<file path="src/rtl/operand_fetch_pkg.sv">
// Shared pipeline types for the register-file read path and the decode stage.
package project_types;

  localparam int REG_DATA_W = 32;
  localparam int REG_ADDR_W = 5;

  localparam logic REG_ENABLE = 1'b1;
  localparam logic RST_ENABLE = 1'b0;

  typedef logic [REG_DATA_W-1:0] reg_data_t;
  typedef logic [REG_ADDR_W-1:0] reg_addr_t;

  typedef struct packed {
    logic      en;
    reg_addr_t addr;
  } reg_info_t;

  typedef struct packed {
    logic      en;
    reg_addr_t addr;
    reg_data_t data;
  } reg_t;

  typedef enum logic {
    FS_RUN    = 1'b0,
    FS_BUBBLE = 1'b1
  } fetch_state_t;

endpackage

</file>
<file path="src/rtl/i_fetch_rreg.sv">
// Two-port register-file read interface; the slave returns WB-bypassed data combinationally.
interface i_fetch_rreg;
  import project_types::*;

  reg_info_t r1_info;
  reg_info_t r2_info;
  reg_data_t r1_data;
  reg_data_t r2_data;

  modport master (output r1_info, output r2_info, input r1_data, input r2_data);
  modport slave  (input r1_info, input r2_info, output r1_data, output r2_data);
endinterface

</file>
<file path="src/rtl/operand_fetch_fwd_mux.sv">
// Single read port resolver: zero register, EX forward, MEM forward, then register file.
module fwd_mux
  import project_types::*;
#(
  parameter int DATA_W = 32,
  parameter int ADDR_W = 5
) (
  input  logic              en,
  input  logic [ADDR_W-1:0] addr,
  input  reg_t              ex_wreg,
  input  logic              ex_is_load,
  input  reg_t              mem_wreg,
  input  logic [DATA_W-1:0] rf_data,
  output logic [DATA_W-1:0] data
);

  logic ex_hit;
  logic mem_hit;

  // A load in EX has no data yet; the hazard logic covers that case with a bubble.
  assign ex_hit  = (ex_wreg.en == REG_ENABLE) && (ex_wreg.addr == addr) && !ex_is_load;
  assign mem_hit = (mem_wreg.en == REG_ENABLE) && (mem_wreg.addr == addr);

  always_comb begin
    data = rf_data;
    if (!en || (addr == '0)) begin
      data = '0;
    end else if (ex_hit) begin
      data = ex_wreg.data;
    end else if (mem_hit) begin
      data = mem_wreg.data;
    end
  end

endmodule

</file>
<file path="src/rtl/operand_fetch.sv">
// Decode-stage operand fetch: regfile read requests, EX/MEM forwarding,
// load-use bubble insertion and the ID/EX operand register.
module operand_fetch
  import project_types::*;
#(
  parameter int DATA_W = 32,
  parameter int ADDR_W = 5,
  parameter int CNT_W  = 16
) (
  input  logic              clk,
  input  logic              rst,
  input  logic              id_valid_i,
  input  logic              rs_en_i,
  input  logic              rt_en_i,
  input  logic [ADDR_W-1:0] rs_addr_i,
  input  logic [ADDR_W-1:0] rt_addr_i,
  input  reg_t              ex_wreg_i,
  input  logic              ex_is_load_i,
  input  reg_t              mem_wreg_i,
  input  logic              stall_i,
  input  logic              flush_i,
  i_fetch_rreg.master       read,
  output logic [DATA_W-1:0] op1_o,
  output logic [DATA_W-1:0] op2_o,
  output logic              opnd_valid_o,
  output logic              stall_req_o,
  output logic [CNT_W-1:0]  lu_stall_cnt_o
);

  function automatic logic [CNT_W-1:0] sat_inc(input logic [CNT_W-1:0] v);
    return (&v) ? v : v + CNT_W'(1);
  endfunction

  logic              rs_rd_p0;
  logic              rt_rd_p0;
  logic [DATA_W-1:0] op1_p0;
  logic [DATA_W-1:0] op2_p0;
  logic              hazard_p0;
  logic              ld_dst_p0;

  logic [DATA_W-1:0] op1_p1;
  logic [DATA_W-1:0] op2_p1;
  logic              vld_p1;
  logic [CNT_W-1:0]  lu_cnt_p1;

  fetch_state_t state_q;
  fetch_state_t state_d;

  // Stage p0: combinational read request, forwarding and hazard detection
  assign rs_rd_p0 = rs_en_i & id_valid_i;
  assign rt_rd_p0 = rt_en_i & id_valid_i;

  assign read.r1_info = '{en: rs_rd_p0, addr: rs_addr_i};
  assign read.r2_info = '{en: rt_rd_p0, addr: rt_addr_i};

  fwd_mux #(.DATA_W(DATA_W), .ADDR_W(ADDR_W)) u_fwd_rs (
    .en         (rs_rd_p0),
    .addr       (rs_addr_i),
    .ex_wreg    (ex_wreg_i),
    .ex_is_load (ex_is_load_i),
    .mem_wreg   (mem_wreg_i),
    .rf_data    (read.r1_data),
    .data       (op1_p0)
  );

  fwd_mux #(.DATA_W(DATA_W), .ADDR_W(ADDR_W)) u_fwd_rt (
    .en         (rt_rd_p0),
    .addr       (rt_addr_i),
    .ex_wreg    (ex_wreg_i),
    .ex_is_load (ex_is_load_i),
    .mem_wreg   (mem_wreg_i),
    .rf_data    (read.r2_data),
    .data       (op2_p0)
  );

  // A single flag per cycle, so rs == rt hitting the same load counts once.
  assign ld_dst_p0 = id_valid_i && ex_is_load_i && (ex_wreg_i.en == REG_ENABLE)
                     && (ex_wreg_i.addr != '0);
  assign hazard_p0 = ld_dst_p0 && ((rs_rd_p0 && (rs_addr_i == ex_wreg_i.addr)) ||
                                   (rt_rd_p0 && (rt_addr_i == ex_wreg_i.addr)));

  assign stall_req_o = hazard_p0 & ~flush_i;

  always_comb begin
    state_d = state_q;
    if (flush_i) begin
      state_d = FS_RUN;
    end else if (!stall_i) begin
      state_d = hazard_p0 ? FS_BUBBLE : FS_RUN;
    end
  end

  always_ff @(posedge clk) begin
    if (rst == RST_ENABLE) begin
      state_q <= FS_RUN;
    end else begin
      state_q <= state_d;
    end
  end

  // Stage p1: ID/EX register
  always_ff @(posedge clk) begin
    if (rst == RST_ENABLE) begin
      op1_p1    <= '0;
      op2_p1    <= '0;
      vld_p1    <= 1'b0;
      lu_cnt_p1 <= '0;
    end else if (flush_i) begin
      op1_p1 <= '0;
      op2_p1 <= '0;
      vld_p1 <= 1'b0;
    end else if (!stall_i) begin
      if (hazard_p0) begin
        op1_p1    <= '0;
        op2_p1    <= '0;
        vld_p1    <= 1'b0;
        lu_cnt_p1 <= sat_inc(lu_cnt_p1);
      end else begin
        op1_p1 <= op1_p0;
        op2_p1 <= op2_p0;
        vld_p1 <= id_valid_i;
      end
    end
  end

  assign op1_o          = op1_p1;
  assign op2_o          = op2_p1;
  assign opnd_valid_o   = vld_p1;
  assign lu_stall_cnt_o = lu_cnt_p1;

endmodule
</file>
<file path="src/flat_wrapper.sv">
// flat-port wrapper written by rule: the top's interface ports become plain ports
module operand_fetch_flat import project_types::*;
#(
  parameter int DATA_W = 32,
  parameter int ADDR_W = 5,
  parameter int CNT_W  = 16
)
  (clk, rst, id_valid_i, rs_en_i, rt_en_i, rs_addr_i, rt_addr_i, ex_wreg_i, ex_is_load_i, mem_wreg_i, stall_i, flush_i, op1_o, op2_o, opnd_valid_o, stall_req_o, lu_stall_cnt_o, read_r1_info, read_r2_info, read_r1_data, read_r2_data);
  i_fetch_rreg read_i ();
  input  logic clk;
  input  logic rst;
  input  logic id_valid_i;
  input  logic rs_en_i;
  input  logic rt_en_i;
  input  logic [ADDR_W-1:0] rs_addr_i;
  input  logic [ADDR_W-1:0] rt_addr_i;
  input  reg_t ex_wreg_i;
  input  logic ex_is_load_i;
  input  reg_t mem_wreg_i;
  input  logic stall_i;
  input  logic flush_i;
  output logic [DATA_W-1:0] op1_o;
  output logic [DATA_W-1:0] op2_o;
  output logic opnd_valid_o;
  output logic stall_req_o;
  output logic [CNT_W-1:0] lu_stall_cnt_o;
  output wire logic [$bits(read_i.r1_info)-1:0] read_r1_info;
  output wire logic [$bits(read_i.r2_info)-1:0] read_r2_info;
  input wire logic [$bits(read_i.r1_data)-1:0] read_r1_data;
  input wire logic [$bits(read_i.r2_data)-1:0] read_r2_data;
  assign read_r1_info = read_i.r1_info;
  assign read_r2_info = read_i.r2_info;
  assign read_i.r1_data = read_r1_data;
  assign read_i.r2_data = read_r2_data;
  operand_fetch #(.DATA_W(DATA_W), .ADDR_W(ADDR_W), .CNT_W(CNT_W)) u_core (.clk(clk), .rst(rst), .id_valid_i(id_valid_i), .rs_en_i(rs_en_i), .rt_en_i(rt_en_i), .rs_addr_i(rs_addr_i), .rt_addr_i(rt_addr_i), .ex_wreg_i(ex_wreg_i), .ex_is_load_i(ex_is_load_i), .mem_wreg_i(mem_wreg_i), .stall_i(stall_i), .flush_i(flush_i), .read(read_i), .op1_o(op1_o), .op2_o(op2_o), .opnd_valid_o(opnd_valid_o), .stall_req_o(stall_req_o), .lu_stall_cnt_o(lu_stall_cnt_o));
endmodule
</file>
<file path="config.mk">
export PLATFORM = sky130hd
export DESIGN_NAME = operand_fetch_flat
export DESIGN_NICKNAME = d
export VERILOG_FILES = /design/src/rtl/operand_fetch_pkg.sv /design/src/rtl/i_fetch_rreg.sv /design/src/rtl/operand_fetch_fwd_mux.sv /design/src/rtl/operand_fetch.sv /design/src/flat_wrapper.sv
export SDC_FILE = /design/constraint.sdc
export NUM_CORES = 1
export LEC_CHECK = 0
export CORE_MARGIN = 1.5
export CORE_UTILIZATION = 35
export DETAILED_ROUTE_END_ITERATION = 10
export PLACE_DENSITY = 0.69
export SLEW_MARGIN = 20
export SYNTH_ARGS = -nofsm -noshare
export SYNTH_HDL_FRONTEND = slang
export SYNTH_HIERARCHICAL = 1
export SYNTH_SLANG_ARGS = --single-unit
export TNS_END_PERCENT = 10
</file>
<file path="constraint.sdc">
create_clock -name clk -period 4.05 [get_ports clk]
set_input_delay 0.81 -clock clk [delete_from_list [all_inputs] [get_ports clk]]
set_output_delay 0.81 -clock clk [all_outputs]
set_load 0.05 [all_outputs]
</file>
==> flow_summary.json, run 1 <==
{
  "crit_arrival_ns": 2.63,
  "fin_crit_sh_pct": 84.9,
  "dp_slack_ns": 0.642,
  "synth_adder_area_share_pct": 0.223,
  "synthFlopType": "dfxtp_1",
  "maxCapViolCount": 0,
  "grt_antenna_before_repair": 0,
  "yosys_warnings": 6,
  "synthXorXnorAreaFrac_pct": 4.67,
  "synth_nets": 797,
  "finClkSkew_ns": 0.00192,
  "layout_setup_ws_ns": 0.612,
  "viasPerCell": 5.96,
  "slew_viol_final": 0,
  "rsz0062_at_grt": "no",
  "hp-class": "register to register",
  "syn_inst": 638,
  "htreeDepth": 3,
  "cts_setup_buffers": 0,
  "fmax_ghz": 0.291,
  "end_kind": "output pin",
  "worstSetupPathType": "primary input to output pin",
  "seq_area_frac_synth_pct": 28.8,
  "drt_iter0_markers": 644,
  "p_leak_nw": 2.50,
  "report.final.hold_viol_count": 0,
  "synth_edf_count": 0,
  "synth_cell_types": 37,
  "num_rows": 46,
  "drc": 0,
  "cts_tree": "yes",
  "final_nets": 990,
  "die_area_um2": 16800,
  "die-width_um": 130,
  "syn-cell-area_um2": 5620,
  "grtUsageTotal_pct": 26.5,
  "slew_headroom_pct": 44.7,
  "finalSetupViolations": 0,
  "peakVddDrop_mv": 0.210,
  "min_period_ns": 3.44,
  "antenna_left": 0,
  "numClockSinks": 81,
  "wire_per_inst_um": 21.6,
  "clkTransAtPathRegs_ns": 0.06,
  "grt.overflow.total": 0,
  "avgSynthCellArea_um2": 8.81,
  "hold_buffers": 0,
  "cts_buffer_depth": 2,
  "synth-async-reset-ratio_pct": 0,
  "start_util_pct": 35.6,
  "area_growth_pct": 49.0,
  "synth-simple-area-share_pct": 14.6,
  "dieHeight_um": 130,
  "cts-root-buf": "clkbuf_16",
  "synth_compound_gate_area_share_pct": 41.6,
  "status": "complete, no violations",
  "cts_buffers": 9,
  "cp_max_fo": 5,
  "tns_ns": 0,
  "grt_pass1_vias": 6151,
  "p_per_area_nw_per_um2": 267,
  "worst_skew_pair.late_latency_ns": 0.36,
  "portBuffers": 251,
  "synth_top_family_by_area": "compound AO/OA/AOI/OAI gates",
  "core_area_um2": 15800,
  "routed_wl_mm": 22.8,
  "cts.repair.resized": 0,
  "grt_pass1_wl_mm": 33.9,
  "place.gp.congestion": 0.892,
  "synthMuxAreaShare_pct": 0.712,
  "hpwl_mm": 15.5,
  "tightest_slew_ns": 0.829,
  "grt_start_max_net_pins": 66,
  "drive_gt1_share_pct": 12.2,
  "ys_seq_elements": 81,
  "dr.pass1.iters": 6,
  "vias": 6279,
  "cp.required_ns": 3.24,
  "ios": 252,
  "worst_setup_path_start_kind": "primary input"
}
synthesized netlist by cell type, drive strengths merged (4+ instances only):
| library cell | n | area share [%] |
|---|---|---|
| a22o | 65 | 10 |
| and4 | 6 | 0.93 |
| a21oi | 14 | 1.3 |
| o31ai | 74 | 9.9 |
| and2 | 5 | 0.56 |
| buf | 50 | 6.9 |
| or4 | 12 | 1.6 |
| clkbuf | 35 | 2.3 |
| nand4 | 13 | 1.4 |
| nand3 | 72 | 6.4 |
| xnor2 | 30 | 4.7 |
| dfxtp | 81 | 29 |
| o21ai | 66 | 5.9 |
| a31oi | 64 | 14 |
| nand2 | 20 | 1.3 |
| mux2i | 4 | 0.71 |
state kept, by name (all words and copies together), names as in the netlist:
register	cells
u_core/op2_o	32
u_core/opnd_valid_o	1
u_core/lu_stall_cnt_o	16
u_core/op1_o	32
logic make-up (layout without fill, tap and decap cells):
logic type      after synthesis  after routing
compound gates              287            287
xor+xnor                     30             30
fa+ha+maj                     1              1
buf+inv                      86            284
flops                        81             81
mux                           4              4
other cells                   0              1
simple gates                149            149
cell type report:
class	count	area [um^2]
Multi-Input combinational cell	471	3490
Inverter	1	3.75
Clock buffer	9	225
Clock inverter	7	83.8
Sequential cell	81	1620
Tap cell	216	270
Antenna cell	1	2.50
Timing Repair Buffer	267	2680
Fill cell	1484	7390
through the flow:
stage / power (W) / area, um^2 / instances / utilization, % / hold WS [ns]
3_5_place_dp: 0.00136 / 8070 / 1036 / 51.2 / 0.459
4_1_cts: 0.00225 / 8380 / 1052 / 53.1 / 0.476
3_3_place_gp: 0.00136 / 8070 / 1036 / 51.2 / 0.457
5_1_grt: 0.00233 / 8380 / 1052 / 53.1 / 0.487
6_report: 0.00224 / 8380 / 1053 / 53.1 / 0.475
2_1_floorplan: 0.00110 / 5620 / 638 / - / 0.689
worst max-delay path: stages:
cell             delay, ns
clkdlybuf4s50_1       0.67
xnor2_1               0.17
nand4_1               0.13
o22ai_1               0.32
nand2_1               0.14
nor2_1                0.21
buf_12                0.17
path summary, 6_finish.rpt:
path	start	end	slack (ns)	cells past startpoint
worst min register to register	u_core/op1_o[31]	u_core/op1_o[31]	0.47	1
worst max register to register	u_core/lu_stall_cnt_o[2]	u_core/lu_stall_cnt_o[13]	2.05	5
worst max-delay path	rs_addr_i[0]	stall_req_o	0.61	7
worst min-delay path	u_core/op1_o[31]	u_core/op1_o[31]	0.47	1
placed cells by master, fill, tap and decap left out, drive strengths merged, types with 14 or more instances in the layout:
| cell | instances |
|---|---|
| nand2 | 20 |
| clkdlybuf4s50 | 250 |
| buf | 17 |
| xnor2 | 30 |
| a31oi | 64 |
| o31ai | 74 |
| o21ai | 66 |
| a21oi | 14 |
| dfxtp | 81 |
| nand3 | 72 |
| a22o | 65 |
where the power goes:
part | total (W) | switching, W | leakage [nW] | internal [W]
combinational | 0.000544 | 0.000300 | 1.69 | 0.000244
clock | 0.000884 | 0.000394 | 0.149 | 0.000490
sequential | 0.000809 | 0.00000498 | 0.654 | 0.000804
total | 0.00224 | 0.000699 | 2.50 | 0.00154
routing by layer:
metal | GRT usage (%) | vias up | part of all wire [%] | wire, um
met5 | 0 | - | 0 | 0
met4 | 12.3 | 0 | 3.1 | 699
met3 | 7.13 | 52 | 10 | 2350
met2 | 41.4 | 383 | 46 | 10400
met1 | 34.2 | 2955 | 41 | 9320
li1 | - | 2889 | - | -
No activity file was read; power rests on OpenSTA's default activity.
==> inputs of run 2 (changes only) <==
==> constraint.sdc (replaced) <==
create_clock -name clk -period 3.6 [get_ports clk]
set_input_delay 0.72 -clock clk [delete_from_list [all_inputs] [get_ports clk]]
set_output_delay 0.72 -clock clk [all_outputs]
set_load 0.05 [all_outputs]
==> run 2 against run 1 <==
  * First-iteration DRC count is 1.4% higher
  * Final cell count up 0.66%
  * Worst setup slack worse by 0.27 ns
  * Clock power rose by 18%
  * Sequential share of layout area decreased by 0.17 points
  * Global-route usage fell by 0.14 points
  * Sequential power increased by 13%
  * Combinational power grew 14%
  * Cell area increased by 0.91%
  * Routed wire length fell by 0.29%
  * Core utilization up 0.48 points
  * Via count rose by 0.57%
  * Largest cell class unchanged
  * Highest routed layer unchanged
==> flow_summary.json, run 2 (same netlist as run 1, synthesis figures left out) <==
{
  "tns_ns": 0,
  "cts_buffer_depth": 2,
  "antenna_left": 0,
  "die_area_um2": 16800,
  "grt_start_max_net_pins": 66,
  "grt_antenna_before_repair": 0,
  "rr_worst_depth": 5,
  "dr.pass1.iters": 6,
  "peakVddDrop_mv": 0.226,
  "hold_buffers": 0,
  "rsz0062_at_grt": "no",
  "start_util_pct": 35.6,
  "cts-root-buf": "clkbuf_16",
  "r2r_slack_ns": 1.67,
  "worst_setup_path_start_kind": "primary input",
  "min_path_cells": 1,
  "report.final.hold_viol_count": 0,
  "finClkSkew_ns": 0.00597,
  "final_common_cell": "clkdlybuf4s50_1",
  "cts_buffers": 9,
  "routed_wl_mm": 22.7,
  "viasPerCell": 5.96,
  "fill_cells": 1486,
  "slew_headroom_pct": 46.5,
  "ios": 252,
  "p_seq_share_pct": 35.5,
  "pwr-share-clk_pct": 40.4,
  "layout_setup_ws_ns": 0.346,
  "core_area_um2": 15800,
  "worst_skew_pair.late_latency_ns": 0.35,
  "wire_per_inst_um": 21.4,
  "tightest_slew_ns": 0.802,
  "maxCapViolCount": 0,
  "clkTransAtPathRegs_ns": 0.06,
  "sw_frac_of_total_pct": 28.7,
  "grt.overflow.total": 0,
  "dp_slack_ns": 0.358,
  "grt_pass1_wl_mm": 33.8,
  "fin_util_pct": 53.6,
  "area_growth_pct": 50.4,
  "hpwl_mm": 16.0,
  "portBuffers": 251,
  "cts_tree": "yes",
  "cp_max_fo": 5,
  "intPower_w": 0.00183,
  "die-width_um": 130,
  "p_switching_w": 0.000736,
  "hp-class": "register to register",
  "p_per_area_nw_per_um2": 304,
  "drt_iter0_markers": 653,
  "numClockSinks": 81,
  "diodes": 0,
  "fin_crit_sh_pct": 90.4,
  "grtUsageTotal_pct": 26.4,
  "cts.repair.resized": 0,
  "crit_arrival_ns": 2.53,
  "num_rows": 46,
  "drive_gt1_share_pct": 13.0,
  "end_kind": "output pin",
  "dpl.cell_count": 1044,
  "p_total_w": 0.00257,
  "fmax_ghz": 0.307,
  "final_cell_mix": "clkdlybuf4s50_1 (249), dfxtp_1 (81), o31ai_1 (74)",
  "slew_viol_final": 0,
  "cts_setup_buffers": 0,
  "min_period_ns": 3.25,
  "dieHeight_um": 130,
  "cp.required_ns": 2.88,
  "worstSetupPathType": "primary input to output pin",
  "pwr-share-comb_pct": 24.1,
  "grt_pass1_vias": 5842,
  "status": "complete, no violations",
  "finalSetupViolations": 0,
  "instances_no_fill": 1060,
  "drc": 0,
  "htreeDepth": 3,
  "place.gp.congestion": 0.901,
  "vias": 6315,
  "final_nets": 998,
  "p_leak_nw": 2.55
}
==> run 2: final timing paths <==
path,from,end
setup reg to reg,u_core/lu_stall_cnt_o[2],u_core/lu_stall_cnt_o[13]
setup / recovery,ex_wreg_i[34],stall_req_o
hold / removal,u_core/op2_o[24],u_core/op2_o[24]
hold reg to reg,u_core/op2_o[24],u_core/op2_o[24]
==> run 2: worst max-delay path, stage by stage <==
cell,delay (ns)
clkdlybuf4s50_1,0.66
xnor2_1,0.17
nand4_1,0.14
o22ai_1,0.34
nand2_1,0.13
nor2_1,0.20
buf_12,0.17
==> run 2: through the flow <==
step | instance area [um^2] | hold slack (ns)
3_5_place_dp | 8120 | 0.454
5_1_grt | 8450 | 0.485
4_1_cts | 8450 | 0.476
2_1_floorplan | 5620 | 0.689
3_3_place_gp | 8120 | 0.456
6_report | 8450 | 0.472
==> run 2: layer usage <==
metal	vias up	wire length, um	track usage [%]
met3	47	2180	4.92
met4	0	700	11.3
met5	-	0	0
li1	2917	-	-
met2	413	10000	39.0
met1	2938	9800	37.4
==> run 2: power by group through the flow <==
stage | clock network [W] | logic, W | registers [W]
2_1_floorplan | 0 | 0.000277 | 0.000963
3_3_place_gp | 0 | 0.000610 | 0.000931
3_5_place_dp | 0 | 0.000609 | 0.000931
4_1_cts | 0.00106 | 0.000613 | 0.000911
5_1_grt | 0.00110 | 0.000654 | 0.000912
6_report | 0.00104 | 0.000618 | 0.000911
==> run 2: area by class of cell <==
type | instances | area [um^2] | share of cell area [%]
flip-flops and latches | 81 | 1620 | 19.2
repair buffers | 275 | 2740 | 32.4
multi-input cells | 471 | 3490 | 41.3
well taps | 216 | 270 | 3.20
clock inverters | 4 | 73.8 | 0.873
inverters | 1 | 3.75 | 0.0444
clock buffers | 12 | 256 | 3.03
